File: config.mk
export PLATFORM = sky130hd
export DESIGN_NAME = sample_conv_engine
export DESIGN_NICKNAME = d
export VERILOG_FILES = /design/src/rtl/sample_conv_engine.sv
export SDC_FILE = /design/constraint.sdc
export NUM_CORES = 2
export LEC_CHECK = 0
export BUFFER_PORTS_ARGS = -buffer_cell sky130_fd_sc_hd__buf_4
export CAP_MARGIN = 20
export CORE_MARGIN = 2
export CORE_UTILIZATION = 60
export CTS_CLUSTER_DIAMETER = 200
export DETAILED_ROUTE_END_ITERATION = 10
export PLACE_DENSITY_LB_ADDON = 0.25
export SLEW_MARGIN = 20
export SYNTH_ARGS = -nofsm -noshare
export SYNTH_HDL_FRONTEND = slang
export SYNTH_SLANG_ARGS = --single-unit
File: constraint.sdc
create_clock -name clk -period 28.6 [get_ports clk]
set_input_delay 1.43 -clock clk [delete_from_list [all_inputs] [get_ports clk]]
set_output_delay 1.43 -clock clk [all_outputs]
set_load 0.02 [all_outputs]
File: src/rtl/sample_conv_engine.sv
// Sample delay line with sequential MAC convolution stage.
// Edge-triggered frames, writable coefficient bank, saturated output.
module sample_conv_engine #(
  parameter int W        = 16,
  parameter int DEPTH    = 8,
  parameter int FRAC     = 14,
  parameter int IN_SHIFT = 2
) (
  input  logic                       clk,
  input  logic                       rst,
  input  logic                       sample_clk,
  input  logic signed [W-1:0]        sample_in0,
  input  logic signed [W-1:0]        sample_in1,
  input  logic signed [W-1:0]        sample_in2,
  input  logic signed [W-1:0]        sample_in3,
  input  logic [1:0]                 in_sel,
  input  logic                       coeff_wr_en,
  input  logic [$clog2(DEPTH)-1:0]   coeff_addr,
  input  logic signed [W-1:0]        coeff_data,
  input  logic                       overrun_clr,
  output logic signed [W-1:0]        sample_out0,
  output logic signed [W-1:0]        sample_out1,
  output logic signed [W-1:0]        sample_out2,
  output logic signed [W-1:0]        sample_out3,
  output logic signed [W-1:0]        mac_out,
  output logic                       out_valid,
  output logic                       busy,
  output logic                       overrun
);

  localparam int AW   = $clog2(DEPTH);
  localparam int PW   = 2 * W;
  localparam int ACCW = 2 * W + AW;

  localparam logic [1:0] S_IDLE  = 2'd0;
  localparam logic [1:0] S_SHIFT = 2'd1;
  localparam logic [1:0] S_MAC   = 2'd2;
  localparam logic [1:0] S_OUT   = 2'd3;

  localparam logic signed [ACCW-1:0] SAT_MAX =
    {{(ACCW-W+1){1'b0}}, {(W-1){1'b1}}};
  localparam logic signed [ACCW-1:0] SAT_MIN =
    {{(ACCW-W+1){1'b1}}, {(W-1){1'b0}}};

  logic [1:0]              state_q, state_d;
  logic                    prev_q;
  logic                    pending_q, pending_d;
  logic                    overrun_q, overrun_d;
  logic [AW-1:0]           idx_q, idx_d;
  logic signed [ACCW-1:0]  acc_q, acc_d;
  logic signed [W-1:0]     dl_q   [DEPTH];
  logic signed [W-1:0]     coef_q [DEPTH];
  logic signed [W-1:0]     so_q   [4];
  logic signed [W-1:0]     mac_q;
  logic                    valid_q;

  logic                    edge_w;
  logic                    busy_w;
  logic                    ovr_set;
  logic signed [W-1:0]     sel_w;
  logic signed [W-1:0]     in_sh_w;
  logic signed [W-1:0]     tap_w;
  logic signed [W-1:0]     cf_w;
  logic signed [PW-1:0]    tap_x;
  logic signed [PW-1:0]    cf_x;
  logic signed [PW-1:0]    prod_w;
  logic signed [ACCW-1:0]  acc_sh;
  logic signed [W-1:0]     sat_w;

  assign edge_w = sample_clk & ~prev_q;
  assign busy_w = (state_q != S_IDLE);

  // Input channel select and pre-scale
  always_comb begin
    sel_w = sample_in0;
    unique case (in_sel)
      2'd0: sel_w = sample_in0;
      2'd1: sel_w = sample_in1;
      2'd2: sel_w = sample_in2;
      2'd3: sel_w = sample_in3;
      default: sel_w = sample_in0;
    endcase
  end

  assign in_sh_w = sel_w >>> IN_SHIFT;

  // Full-width signed product of the current tap and coefficient
  assign tap_w  = dl_q[idx_q];
  assign cf_w   = coef_q[idx_q];
  assign tap_x  = PW'(tap_w);
  assign cf_x   = PW'(cf_w);
  assign prod_w = tap_x * cf_x;

  // Floor-scale the accumulator back to Q format and clamp
  assign acc_sh = acc_q >>> FRAC;

  always_comb begin
    if (acc_sh > SAT_MAX) begin
      sat_w = SAT_MAX[W-1:0];
    end else if (acc_sh < SAT_MIN) begin
      sat_w = SAT_MIN[W-1:0];
    end else begin
      sat_w = acc_sh[W-1:0];
    end
  end

  // Frame sequencing, pending-edge tracking and overrun detection
  always_comb begin
    state_d   = state_q;
    pending_d = pending_q;
    idx_d     = idx_q;
    acc_d     = acc_q;
    ovr_set   = 1'b0;
    unique case (state_q)
      S_IDLE: begin
        if (edge_w) state_d = S_SHIFT;
      end
      S_SHIFT: begin
        acc_d   = '0;
        idx_d   = '0;
        state_d = S_MAC;
      end
      S_MAC: begin
        acc_d = acc_q + ACCW'(prod_w);
        idx_d = idx_q + 1'b1;
        if (idx_q == AW'(DEPTH - 1)) state_d = S_OUT;
      end
      S_OUT: begin
        // An old pending edge is consumed here; a fresh edge in
        // this cycle starts the next frame or refills pending.
        state_d   = (pending_q | edge_w) ? S_SHIFT : S_IDLE;
        pending_d = pending_q & edge_w;
      end
      default: state_d = S_IDLE;
    endcase
    if (busy_w && state_q != S_OUT && edge_w) begin
      if (pending_q) ovr_set = 1'b1;
      else pending_d = 1'b1;
    end
    overrun_d = ovr_set | (overrun_q & ~overrun_clr);
  end

  // Control state registers
  always_ff @(posedge clk or posedge rst) begin
    if (rst) begin
      state_q   <= S_IDLE;
      prev_q    <= 1'b0;
      pending_q <= 1'b0;
      overrun_q <= 1'b0;
      idx_q     <= '0;
      acc_q     <= '0;
    end else begin
      state_q   <= state_d;
      prev_q    <= sample_clk;
      pending_q <= pending_d;
      overrun_q <= overrun_d;
      idx_q     <= idx_d;
      acc_q     <= acc_d;
    end
  end

  // Delay line advances once per frame
  always_ff @(posedge clk or posedge rst) begin
    if (rst) begin
      for (int i = 0; i < DEPTH; i++) dl_q[i] <= '0;
    end else if (state_q == S_SHIFT) begin
      dl_q[0] <= in_sh_w;
      for (int i = 1; i < DEPTH; i++) dl_q[i] <= dl_q[i-1];
    end
  end

  // Coefficient bank: identity after reset, writable only when idle
  always_ff @(posedge clk or posedge rst) begin
    if (rst) begin
      coef_q[0] <= W'(2 ** FRAC);
      for (int i = 1; i < DEPTH; i++) coef_q[i] <= '0;
    end else if (!busy_w && coeff_wr_en &&
                 int'(coeff_addr) < DEPTH) begin
      coef_q[coeff_addr] <= coeff_data;
    end
  end

  // Output registers update once per completed frame
  always_ff @(posedge clk or posedge rst) begin
    if (rst) begin
      for (int i = 0; i < 4; i++) so_q[i] <= '0;
      mac_q   <= '0;
      valid_q <= 1'b0;
    end else if (state_q == S_OUT) begin
      for (int i = 0; i < 4; i++) so_q[i] <= dl_q[i];
      mac_q   <= sat_w;
      valid_q <= 1'b1;
    end else begin
      valid_q <= 1'b0;
    end
  end

  assign sample_out0 = so_q[0];
  assign sample_out1 = so_q[1];
  assign sample_out2 = so_q[2];
  assign sample_out3 = so_q[3];
  assign mac_out     = mac_q;
  assign out_valid   = valid_q;
  assign busy        = busy_w;
  assign overrun     = overrun_q;

endmodule

==> reports/metrics.yaml <==
status:
  status: "complete, no violations"
layout:
  drive_above_1_share: 0.275
  layout_commonest_cell: "inv_1"
  nets: 2846
  seqCellArea_um2: 8910
  area_delta_synth_final_pct: 12.1
  multi_input_area_um2: 15500
  layout_common_cells: "inv_1 (381), dfrtp_1 (353), mux2_2 (297)"
  antenna_cells: 0
  fill_cells: 3254
synth:
  synthesis.area_um2: 26300
  yosysWarningCount: 0
  synth-seq-cells: 356
  synth_ff_type: "dfrtp_1"
  synth.distinct_cells: 74
  avgSynthCellArea_um2: 11.8
  synth_cells: 2223
  async_reset_ff_frac: 1.00
  synth_nets: 2712
  synth_edf_count: 0
  ys_seq_area_frac: 0.339
place:
  dpl.hpwl_um: 44000
  gp_congestion: 0.927
  port_buffers: 164
sta:
  setup_viol: 0
  fmaxAchievable_mhz: 115
  max_slew_margin: 0.306
  period_needed_ns: 8.68
  post-route-period-util: 0.304
  timing.hold.ws_ns: 0.501
  worst_slew_pin_slew_ns: 1.04
  timing_hold_violations_final: 0
  rsz0062_at_grt: "false"
  slew_viol_final: 0
  fin_tns_setup_ns: 0
  fin_skew_ns: 0.0284
die:
  rows: 76
  start_util: 0.608
  die_w_um: 213
  io-pin-count: 173
  chipHeight_um: 213
  core_um2: 43200
  die_area_um2: 45500
grt:
  overflow: 0
  grt_max_degree: 130
  track_usage: 0.280
  grt_pass1_vias: 18201
  antenna_found_initial: 1
  grt_first_pass_wirelength_um: 97800
cts:
  post_cts_buffers: 0
  post_cts_resized: 0
  root_buffer: "clkbuf_16"
  clock_path_buffers: 3
  htreeDepth: 2
  ctsHoldBuffers: 0
  insertion_delay_ns: 0.57
  cts_buffers: 39
  cts.sinks: 356
  cts.clk_slew.worst_paths_ns: 0.06
  tritoncts: "done"
setup_path:
  end_kind: "flip-flop"
  cp_data_arrival_time_ns: 9.15
  worstSetupPathType: "reg -> reg"
  cp-startpoint: "idx_q[0]$_DFFE_PP0P_"
  rr_endpoint: "acc_q[31]$_DFFE_PP0P_"
  rrSetupSlack_ns: 19.92
  cp-start-kind: "flip-flop"
  required_ns: 29.06
  timing.rr.start: "idx_q[0]$_DFFE_PP0P_"
  cp_max_fo: 42
  rr_worst_depth: 23
drt:
  met1_length_um: 25300
  drtPass1Iterations: 5
  drt-total-wl_um: 59800
  ant_nets: 0
  avgRoutedWirePerCell_um: 20.1
  first_iter_violations: 1067
  highest_layer: "met5"
  route.met3.wl_um: 3370
  remaining_drc_errors: 0
  wl_met2_um: 28800
  vias_per_cell: 5.63
  vias: 16710
hold_path:
  hp-start: "coef_q[82]$_DFFE_PP0P_"
  hold_depth: 1
  whs_endpoint: "coef_q[82]$_DFFE_PP0P_"
  hold_class: "reg -> reg"
flow_run:
  cap_violations: 0
-- area by class of cell --
class | count | share of cell area
tap | 585 | 0.0249
clock buffer | 52 | 0.0372
timing repair buffer | 197 | 0.0504
sequential | 356 | 0.303
clock inverter | 15 | 0.00935
inverter | 384 | 0.0492
multi-input combinational | 1379 | 0.526
-- cell families after synthesis --
group           synth area share
mux                        0.198
xor+xnor                 0.00953
simple gates              0.0645
fa+ha+maj                  0.272
buf+inv                   0.0726
compound gates            0.0439
flops                      0.339
-- sequential cells by signal (all words and copies together) (netlist names) --
signal	count
acc_q	35
coef_q	128
dl_q	112
idx_q	3
mac_out	16
out_valid	1
overrun	1
pending_q	1
prev_q	1
sample_out0	14
sample_out1	14
sample_out2	14
sample_out3	14
state_q	2
-- Yosys cell counts, drive strengths merged, types with 3 or more instances --
cell / number / share of area
a211o: 4 / 0.0013
a31oi: 3 / 0.00071
nor2: 167 / 0.024
nand2: 132 / 0.019
mux4: 74 / 0.063
ha: 111 / 0.053
o2bb2ai: 18 / 0.0062
a21oi: 65 / 0.013
nor3: 8 / 0.0015
fa: 288 / 0.22
nor3b: 4 / 0.0011
and2: 15 / 0.0036
dfrtp: 355 / 0.34
o22ai: 4 / 0.00095
nor4: 3 / 0.00071
o21a: 5 / 0.0014
mux2i: 18 / 0.0070
nand3: 23 / 0.0044
a21o: 9 / 0.0026
xor2: 11 / 0.0037
mux2: 297 / 0.13
o211a: 5 / 0.0019
nand2b: 12 / 0.0029
inv: 382 / 0.055
o21ai: 26 / 0.0051
or3: 5 / 0.0012
buf: 29 / 0.0062
clkbuf: 75 / 0.011
nor2b: 3 / 0.00071
a211oi: 5 / 0.0016
o211ai: 5 / 0.0014
xnor2: 15 / 0.0050
or2: 7 / 0.0017
-- per-layer routing --
metal	track usage	vias to the layer above
met1	0.382	8626
met2	0.452	435
met3	0.0506	133
met4	0.109	2
li1	-	7514
met5	0	-
-- worst max-delay path, stage by stage (launching register included) --
cell and delay, ns:
dfrtp_4 0.73, buf_4 0.76, mux4_2 0.59, mux2i_1 0.17, buf_4 0.26, inv_1 0.10, nand2_1 0.13, fa_1 0.56
fa_1 0.88, fa_1 0.49, inv_1 0.09, fa_1 0.40, fa_1 0.49, inv_1 0.05, fa_1 0.48, inv_1 0.05
ha_1 0.35, a21o_1 0.22, a211oi_1 0.35, or4b_1 0.49, a32oi_1 0.36, a31oi_1 0.18, xnor2_1 0.16, o31ai_1 0.18
-- through the flow --
| stage | utilization | setup slack, ns | cell area, um^2 | instances |
|---|---|---|---|---|
| final | 0.682 | 19.92 | 29400 | 2968 |
| after floorplan | - | 17.29 | 26300 | 2223 |
| after detailed placement | 0.650 | 19.86 | 28100 | 2901 |
| after global routing | 0.682 | 19.36 | 29400 | 2968 |
| after global placement | 0.650 | 19.90 | 28100 | 2901 |
| after CTS | 0.682 | 19.85 | 29400 | 2968 |
-- worst max-delay path by stage --
stage,to,slack [ns],cells after the start
finish,acc_q[31]$_DFFE_PP0P_,19.92,23
global route,acc_q[31]$_DFFE_PP0P_,19.36,23
CTS,acc_q[31]$_DFFE_PP0P_,19.85,23
detailed placement,acc_q[32]$_DFFE_PP0P_,19.86,23
global placement,acc_q[31]$_DFFE_PP0P_,19.90,23
floorplan,acc_q[0]$_DFFE_PP0P_,17.29,1
Power is left out: the tool's default activity adds up to more than one toggle a clock period on the data nets, which glitch-free logic cannot reach.
